**src/rtl/runway_lamp_seq_pkg.sv**
```systemverilog
// runway_pkg: types shared by the runway approach-lamp sequencer.
//   mode_t  - decoded two-bit wind-mode input
//   state_t - sequencer FSM states
package runway_pkg;

  typedef enum logic [1:0] {
    CALM = 2'b00,
    UP   = 2'b01,
    DN   = 2'b10,
    HAZ  = 2'b11
  } mode_t;

  typedef enum logic [2:0] {
    CALM_A,
    CALM_B,
    CHASE_UP,
    CHASE_DN,
    HAZ_ON,
    HAZ_OFF
  } state_t;

endpackage

```
**src/rtl/runway_lamp_seq_if.sv**
```systemverilog
// runway_lamp_seq_if: switch-side and lamp-side signals of the sequencer.
//   mode  - wind mode (00 calm, 01 chase-up, 10 chase-down, 11 hazard)
//   hold  - freeze display and divider
//   lamps - lamp drive, bit i = lamp i
//   step  - pulse marking the cycle whose closing edge advances the pattern
// master: board/switch side; slave: the sequencer.
interface runway_lamp_seq_if #(
  parameter int N_LAMPS = 3
) ();
  logic [1:0]         mode;
  logic               hold;
  logic [N_LAMPS-1:0] lamps;
  logic               step;

  modport master (output mode, output hold, input lamps, input step);
  modport slave  (input mode, input hold, output lamps, output step);
endinterface

```
**src/rtl/runway_lamp_seq_tick_div.sv**
```systemverilog
// tick_div: step-rate divider for the lamp sequencer.
//   clk, reset (sync, active-high), hold (freezes the count)
//   step - high when count is at its last value and hold is low
// The count wraps to 0 only through a step, so a hold landing on the last
// count leaves it parked there and the step fires as soon as hold drops.
module tick_div #(
  parameter int TICK_DIV = 1
) (
  input  logic clk,
  input  logic reset,
  input  logic hold,
  output logic step
);
  localparam int CW = (TICK_DIV > 1) ? $clog2(TICK_DIV) : 1;
  localparam logic [CW-1:0] LAST = CW'(TICK_DIV - 1);

  logic [CW-1:0] count;

  assign step = !reset && !hold && (count == LAST);

  always_ff @(posedge clk) begin
    if (reset)      count <= '0;
    else if (step)  count <= '0;
    else if (!hold) count <= count + 1'b1;
  end
endmodule

```
**src/rtl/runway_lamp_seq.sv**
```systemverilog
// runway_lamp_seq: N-lamp approach-bar sequencer.
//   clk, reset (sync, active-high)
//   bus (slave) - mode/hold in, lamps/step out
// Calm alternation, one-hot chase in either direction and hazard flash.
// Mode is only looked at on step cycles; the lamp register is loaded from
// the decode of the next state so the outputs come straight from flops.
//
// state    | meaning
// CALM_A   | even-index lamps lit
// CALM_B   | odd-index lamps lit
// CHASE_UP | one lamp at pos, moving toward MSB
// CHASE_DN | one lamp at pos, moving toward LSB
// HAZ_ON   | all lamps lit
// HAZ_OFF  | all lamps dark
module runway_lamp_seq
  import runway_pkg::*;
#(
  parameter int N_LAMPS  = 3,
  parameter int TICK_DIV = 1
) (
  input logic              clk,
  input logic              reset,
  runway_lamp_seq_if.slave bus
);
  localparam int PW = $clog2(N_LAMPS);
  localparam logic [PW-1:0] POS_LAST = PW'(N_LAMPS - 1);

  function automatic logic [N_LAMPS-1:0] even_mask();
    logic [N_LAMPS-1:0] m;
    for (int i = 0; i < N_LAMPS; i++) m[i] = ((i % 2) == 0);
    return m;
  endfunction

  localparam logic [N_LAMPS-1:0] EVEN = even_mask();

  state_t             state, state_nxt;
  logic [PW-1:0]      pos, pos_nxt;
  logic [N_LAMPS-1:0] lamps_q, lamps_nxt;
  logic               step;
  mode_t              mode_s;
  logic               in_chase;

  assign mode_s   = mode_t'(bus.mode);
  assign in_chase = (state == CHASE_UP) || (state == CHASE_DN);

  tick_div #(.TICK_DIV(TICK_DIV)) u_div (
    .clk  (clk),
    .reset(reset),
    .hold (bus.hold),
    .step (step)
  );

  always_ff @(posedge clk) begin
    if (reset) begin
      state   <= CALM_A;
      pos     <= '0;
      lamps_q <= EVEN;
    end else begin
      state   <= state_nxt;
      pos     <= pos_nxt;
      lamps_q <= lamps_nxt;
    end
  end

  // Direction reversal keeps the current position so the lit lamp does not
  // jump; entering a chase from calm/hazard starts at the end it moves away from.
  always_comb begin
    state_nxt = state;
    pos_nxt   = pos;
    if (step) begin
      unique case (mode_s)
        CALM: begin
          state_nxt = (state == CALM_A) ? CALM_B : CALM_A;
          pos_nxt   = '0;
        end
        UP: begin
          state_nxt = CHASE_UP;
          if (in_chase) pos_nxt = (pos == POS_LAST) ? '0 : pos + 1'b1;
          else          pos_nxt = '0;
        end
        DN: begin
          state_nxt = CHASE_DN;
          if (in_chase) pos_nxt = (pos == '0) ? POS_LAST : pos - 1'b1;
          else          pos_nxt = POS_LAST;
        end
        HAZ: begin
          state_nxt = (state == HAZ_ON) ? HAZ_OFF : HAZ_ON;
          pos_nxt   = '0;
        end
        default: begin
          state_nxt = CALM_A;
          pos_nxt   = '0;
        end
      endcase
    end
  end

  always_comb begin
    lamps_nxt = EVEN;
    case (state_nxt)
      CALM_A:   lamps_nxt = EVEN;
      CALM_B:   lamps_nxt = ~EVEN;
      CHASE_UP,
      CHASE_DN: lamps_nxt = N_LAMPS'(1) << pos_nxt;
      HAZ_ON:   lamps_nxt = '1;
      HAZ_OFF:  lamps_nxt = '0;
      default:  lamps_nxt = EVEN;
    endcase
  end

  assign bus.lamps = lamps_q;
  assign bus.step  = step;
endmodule

```
**src/flat_wrapper.sv**
```systemverilog
// flat-port wrapper written by rule: the top's interface ports become plain ports
module runway_lamp_seq_flat import runway_pkg::*;
#(
  parameter int N_LAMPS  = 3,
  parameter int TICK_DIV = 1
)
  (clk, reset, bus_mode, bus_hold, bus_lamps, bus_step);
  runway_lamp_seq_if #(.N_LAMPS(N_LAMPS)) bus_i ();
  input logic clk;
  input logic reset;
  input wire logic [$bits(bus_i.mode)-1:0] bus_mode;
  input wire logic [$bits(bus_i.hold)-1:0] bus_hold;
  output wire logic [$bits(bus_i.lamps)-1:0] bus_lamps;
  output wire logic [$bits(bus_i.step)-1:0] bus_step;
  assign bus_i.mode = bus_mode;
  assign bus_i.hold = bus_hold;
  assign bus_lamps = bus_i.lamps;
  assign bus_step = bus_i.step;
  runway_lamp_seq #(.N_LAMPS(N_LAMPS), .TICK_DIV(TICK_DIV)) u_core (.clk(clk), .reset(reset), .bus(bus_i));
endmodule
```
**config.mk**
```make
export PLATFORM = sky130hd
export DESIGN_NAME = runway_lamp_seq_flat
export DESIGN_NICKNAME = d
export VERILOG_FILES = /design/src/rtl/runway_lamp_seq_pkg.sv /design/src/rtl/runway_lamp_seq_if.sv /design/src/rtl/runway_lamp_seq_tick_div.sv /design/src/rtl/runway_lamp_seq.sv /design/src/flat_wrapper.sv
export SDC_FILE = /design/constraint.sdc
export NUM_CORES = 1
export LEC_CHECK = 0
export BUFFER_PORTS_ARGS = -buffer_cell sky130_fd_sc_hd__buf_2
export CAP_MARGIN = 20
export CORE_AREA = 2 2 39 41
export DETAILED_ROUTE_END_ITERATION = 8
export DIE_AREA = 0 0 41 43
export PLACE_DENSITY = 0.66
export SLEW_MARGIN = 15
export SYNTH_ARGS = -nofsm -noshare
export SYNTH_HDL_FRONTEND = slang
export SYNTH_SLANG_ARGS = --single-unit
```
**constraint.sdc**
```tcl
create_clock -name clk -period 1.4 [get_ports clk]
set_input_delay 0.14 -clock clk [delete_from_list [all_inputs] [get_ports clk]]
set_output_delay 0.14 -clock clk [all_outputs]
set_load 0.005 [all_outputs]
```
# After elaboration in Yosys (flattened, before gate mapping)
# Cells that the tools add are included.
# word_totals
word_cells	43
ff_bits	9
out_inout_bits	4
input_bits	5
# op_classes
add_sub_neg	3
n_shift	1
n_eq_ne	12
bitwise	1
n_reduce_logical	11
muxes	11
# op_table
op	count
one-hot mux 3 bit (4 select lines)	2
equality test 3 x 2 -> 1 bit (second input constant)	4
two-way mux 2 bit	5
equality test 3 bit (second input constant)	3
equality test 2 bit (second input constant)	3
one-hot mux 2 bit (3 select lines)	1
OR reduction 2 bit	3
zero test 2 bit	2
equality test 3 x 1 -> 1 bit (second input constant)	1
zero test 3 bit	1
two-way mux 3 bit	1
<< shifter 1 x 2 -> 3 bit (first input constant)	1
adder 2 x 1 -> 2 bit (second input constant)	1
equality test 2 x 1 -> 1 bit (second input constant)	1
logical AND 1 bit	2
zero test 1 bit	2
two-way mux 1 bit	2
subtractor 2 x 1 -> 2 bit (second input constant)	1
adder 1 bit (second input constant)	1
logical OR 1 bit	1
inverter 1 bit	1

# Depth between registers and ports, before layout
# depth
word_depth	7
ltp_mapped	8

# Hierarchy
# A second synthesis with hierarchy kept.
# unflattened
hier_cells	59
area_unflattened_um2	591.8
# modules_own_cells
module	n_inst	area_each_um2	cells_each	seq_area_each_um2
runway_lamp_seq	1	558.0	56	160.2
tick_div	1	33.8	3	20.0

# Least setup slack after synthesis
# No wires, ideal clock.
# synth_timing
path_type	flip-flop to flip-flop
startpoint	reg u_core.u_div.count
endpoint	reg u_core.lamps_q[1] (netlist: u_core.bus.lamps[1])
n_path_buf	1
setup_ns	0.124
required_time_ns	1.276
path_stages_with_launch	7
t_arrival_ns	1.320
setup_slack_ns	-0.043
path_cell_list	dfxtp_1 or3_1 buf_6 clkinv_8 mux2i_1 xnor2_1 o22ai_1
# synth_via
elab_chain_len	6
word_cells_on_any_way	12
classes_between	eq/ne (5); shift (1); mux (3); bitwise (1); reduce/logical (2)
# synth_lines
item	line_no	source
start, declared	runway_lamp_seq_tick_div.sv:17	logic [CW-1:0] count;
start signal, assigned	runway_lamp_seq_tick_div.sv:24	else if (!hold) count <= count + 1'b1;
inverter 1 bit *	runway_lamp_seq_tick_div.sv:19	assign step = !reset && !hold && (count == LAST);
logical AND 1 bit *	runway_lamp_seq_tick_div.sv:19	
net bus_step	flat_wrapper.sv:14	output wire logic [$bits(bus_i.step)-1:0] bus_step;
two-way mux 3 bit	runway_lamp_seq.sv:70	if (step) begin
equality test 3 x 2 -> 1 bit	runway_lamp_seq.sv:100	case (state_nxt)
OR reduction 2 bit	runway_lamp_seq.sv:100	
one-hot mux 3 bit (4 select lines) *	runway_lamp_seq.sv:100	
end signal, assigned	runway_lamp_seq.sv:61	lamps_q <= lamps_nxt;
end, declared	runway_lamp_seq.sv:38	logic [N_LAMPS-1:0] lamps_q, lamps_nxt;
# Mark *: on every way through the listed nets, which the timed path passes. The rest lies on a longest branch.
# A chain may end at the register's enable or synchronous reset.

# Worst setup path in the final report
# layout_timing
startpoint	reg u_core.u_div.count
endpoint	reg u_core.lamps_q[2] (netlist: u_core.bus.lamps[2])
# layout_via
elab_chain_len	6
word_cells_on_any_way	12
classes_between	eq/ne (5); shift (1); mux (3); bitwise (1); reduce/logical (2)
# layout_lines
item	line_no
inverter 1 bit *	runway_lamp_seq_tick_div.sv:19
logical AND 1 bit *	runway_lamp_seq_tick_div.sv:19
two-way mux 3 bit	runway_lamp_seq.sv:70
equality test 3 x 2 -> 1 bit	runway_lamp_seq.sv:100
OR reduction 2 bit	runway_lamp_seq.sv:100
one-hot mux 3 bit (4 select lines) *	runway_lamp_seq.sv:100
# Every way passes the cells marked *; elsewhere a longest branch is shown, timed or not.

==> flow_metrics.py <==
metrics = {
    "floorplanning": {
        "num_rows": 14,
        "dieWidth_um": 41,
        "initial_core_util_pct": 41.4,
        "coreArea_mm2": 0.00138,
        "ioPinCount": 9,
        "dieArea_mm2": 0.00176,
        "die_h_um": 43,
    },
    "hold_path": {
        "whs_path_depth": 3,
        "hold_path.startpoint": "bus_hold",
        "min_to": "u_core.u_div.count",
        "hold_class": "input port to flip-flop",
    },
    "drt": {
        "first_iter_violations": 6,
        "vias_per_cell": 4.85,
        "routed_wl_um": 1150,
        "antenna_left": 0,
        "dr.pass1.iters": 3,
        "route.detailed.drc": 0,
        "num_vias": 495,
        "drt-wirelength-per-cell_um": 11.3,
    },
    "critical_path": {
        "r2r_slack_ns": -0.01,
        "crit_path_start": "u_core.u_div.count",
        "critPathCaptureType": "flip-flop",
        "path_max_fanout": 6,
        "reg2regPathDepth": 4,
        "reg2reg_from": "u_core.u_div.count",
        "worst_ep_required_time_ns": 1.55,
        "start_kind": "flip-flop",
        "critPathKind": "flip-flop to flip-flop",
        "rr_endpoint": "u_core.bus.lamps[2]",
        "crit_arrival_ns": 1.56,
    },
    "timing": {
        "hold_viol_final": 0,
        "whs_ns": 0.117,
        "max_freq_mhz": 709,
        "setup_viol": 2,
        "skew_ns": 0.00462,
        "grt_setup_unrepaired": "yes",
        "fin_ws_ns": -0.0114,
        "period_share_pct": 101,
        "max_slew_margin_pct": 82.9,
        "period_needed_ns": 1.41,
        "slew_violations": 0,
        "worst_pin_slew_ns": 0.255,
    },
    "global_routing": {
        "grt_pass1_vias": 508,
        "grt.overflow.total": 0,
        "grt_util_all_layers_pct": 16.9,
        "grt_pass1_wl_um": 2020,
        "antenna_found_initial": 0,
        "grt_max_degree": 9,
    },
    "finish": {
        "mostFrequentLayoutCells": "buf_4, buf_2, dfxtp_1",
        "layout_commonest_cell": "buf_4",
        "fin_util_pct": 58.4,
        "final_net_count": 99,
        "area_growth_pct": 41.0,
        "drive_above_1_share_pct": 48.8,
        "n_antenna_cell": 0,
        "instances_no_fill": 102,
        "nFillCells": 118,
    },
    "synth": {
        "synth-seq-cells": 9,
        "yosysUniqueCellTypes": 25,
        "yosysWarnings": 0,
        "netlist_area_um2": 573,
        "synth_nets": 73,
        "yosysSeqAreaShare_pct": 31.4,
        "synth.avg_cell_area_um2": 9.39,
        "synthCells": 61,
    },
    "power": {
        "total_power_mw": 0.638,
        "p_leak_nw": 0.352,
        "ir_drop_uv": 487,
        "power_density_mw_per_mm2": 790,
    },
    "place": {
        "dp_cells": 97,
        "hpwlAfterDp_um": 920,
        "io_buffers": 8,
        "gp_congestion": 0.782,
    },
    "clocking": {
        "clock_path_buffers": 2,
        "cts_root_buf": "clkbuf_4",
        "cts_tree": "built",
        "cts.sinks": 9,
        "numCtsBuffers": 3,
        "insertion_delay_ns": 0.26,
        "htree_levels": 1,
        "clk_pin_slew_ns": 0.06,
        "postCtsHoldBufs": 0,
    },
    "job": {
        "maxCapViolations": 0,
    },
    "run_status": {
        "status": "finished with violations",
        "violations": "setup timing",
    },
}
==> Yosys cell counts (all sizes together) <==
library cell	instances	share of area [%]
dfxtp	9	31
ha	7	15
a21oi	6	5.9
nor2	6	3.9
inv	5	3.3
nand2	3	2.0
nand2b	3	3.3
o21ai	3	4.6
a21o	2	2.6
buf	2	3.9
mux2i	2	3.5
o22ai	2	4.6
or3	2	2.2
a2111oi	1	2.6
a211oi	1	1.3
a31oi	1	1.1
clkinv	1	2.8
nand3	1	0.87
nand3b	1	1.3
nor2b	1	1.1
nor3	1	0.87
xnor2	1	1.5
==> routing by layer <==
metal | vias to the layer above | global-route usage, % | wire length, um
li1 | 258 | - | -
met1 | 232 | 19.7 | 470
met2 | 5 | 28.7 | 659
met3 | 0 | 3.14 | 23
met4 | 0 | 6.00 | 0
met5 | - | 0 | 0
==> worst max-delay path, cell delays in order, from the launching register on <==
cell and delay [ns]:
dfxtp_1 0.31, or3_4 0.41, or3_1 0.35, a21oi_2 0.15
a21oi_1 0.08
==> cells by family (layout without fill, tap and decap cells) <==
kind of cell,Yosys count,in the layout,synth area share (%)
and+or+nand+nor,18,18,15.5
AOI/OAI and AO/OA,16,16,22.7
DFF,9,9,31.4
buffers and inverters,8,33,10.0
adders and majority gates,7,7,15.3
muxes,2,2,3.49
xor gates and xnor gates,1,1,1.53
==> state kept, by name, summed over array words and instances, names as in the netlist <==
signal and flops:
u_core.bus.lamps 3, u_core.state 3, u_core.pos 2, u_core.u_div.count 1
==> per-stage QoR <==
| step | setup TNS (ns) | setup WS [ns] | cell area [um^2] |
|---|---|---|---|
| floorplan | -0.110 | -0.0407 | 577 |
| global placement | -0.493 | -0.144 | 719 |
| detailed placement | -0.634 | -0.174 | 719 |
| CTS | 0 | 0.00464 | 779 |
| global route | -0.199 | -0.0827 | 808 |
| finish | -0.0215 | -0.0114 | 808 |
==> repair_timing <==
item / CTS / global route
gates resized for setup: 9 / 4
pin swaps: 4 / 1
setup buffers: 1 / 0
endpoints found under the hold margin: 0 / 0
setup endpoints to repair: 7 / 3
==> power by group <==
group / internal (mW) / leakage [nW] / total [mW] / switching, mW
clock network: 0.110 / 0.0150 / 0.198 / 0.0885
logic: 0.0820 / 0.263 / 0.159 / 0.0767
registers: 0.271 / 0.0746 / 0.281 / 0.00979
==> how the worst max path moves through the flow <==
stage                          end
2_1_floorplan  u_core.bus.lamps[0]
4_1_cts        u_core.bus.lamps[2]
3_5_place_dp   u_core.bus.lamps[1]
6_report       u_core.bus.lamps[2]
5_1_grt        u_core.bus.lamps[2]
3_3_place_gp   u_core.bus.lamps[0]
==> layout make-up <==
cell class / count / area, um^2 / share of cell area, %
clock buffers: 4 / 26.3 / 3.25
inverters: 6 / 35.0 / 4.33
multi-input cells: 44 / 392 / 48.5
flip-flops and latches: 9 / 183 / 22.6
well taps: 16 / 20.0 / 2.48
repair buffers: 23 / 153 / 18.9
(Power assumes the default switching activity.)
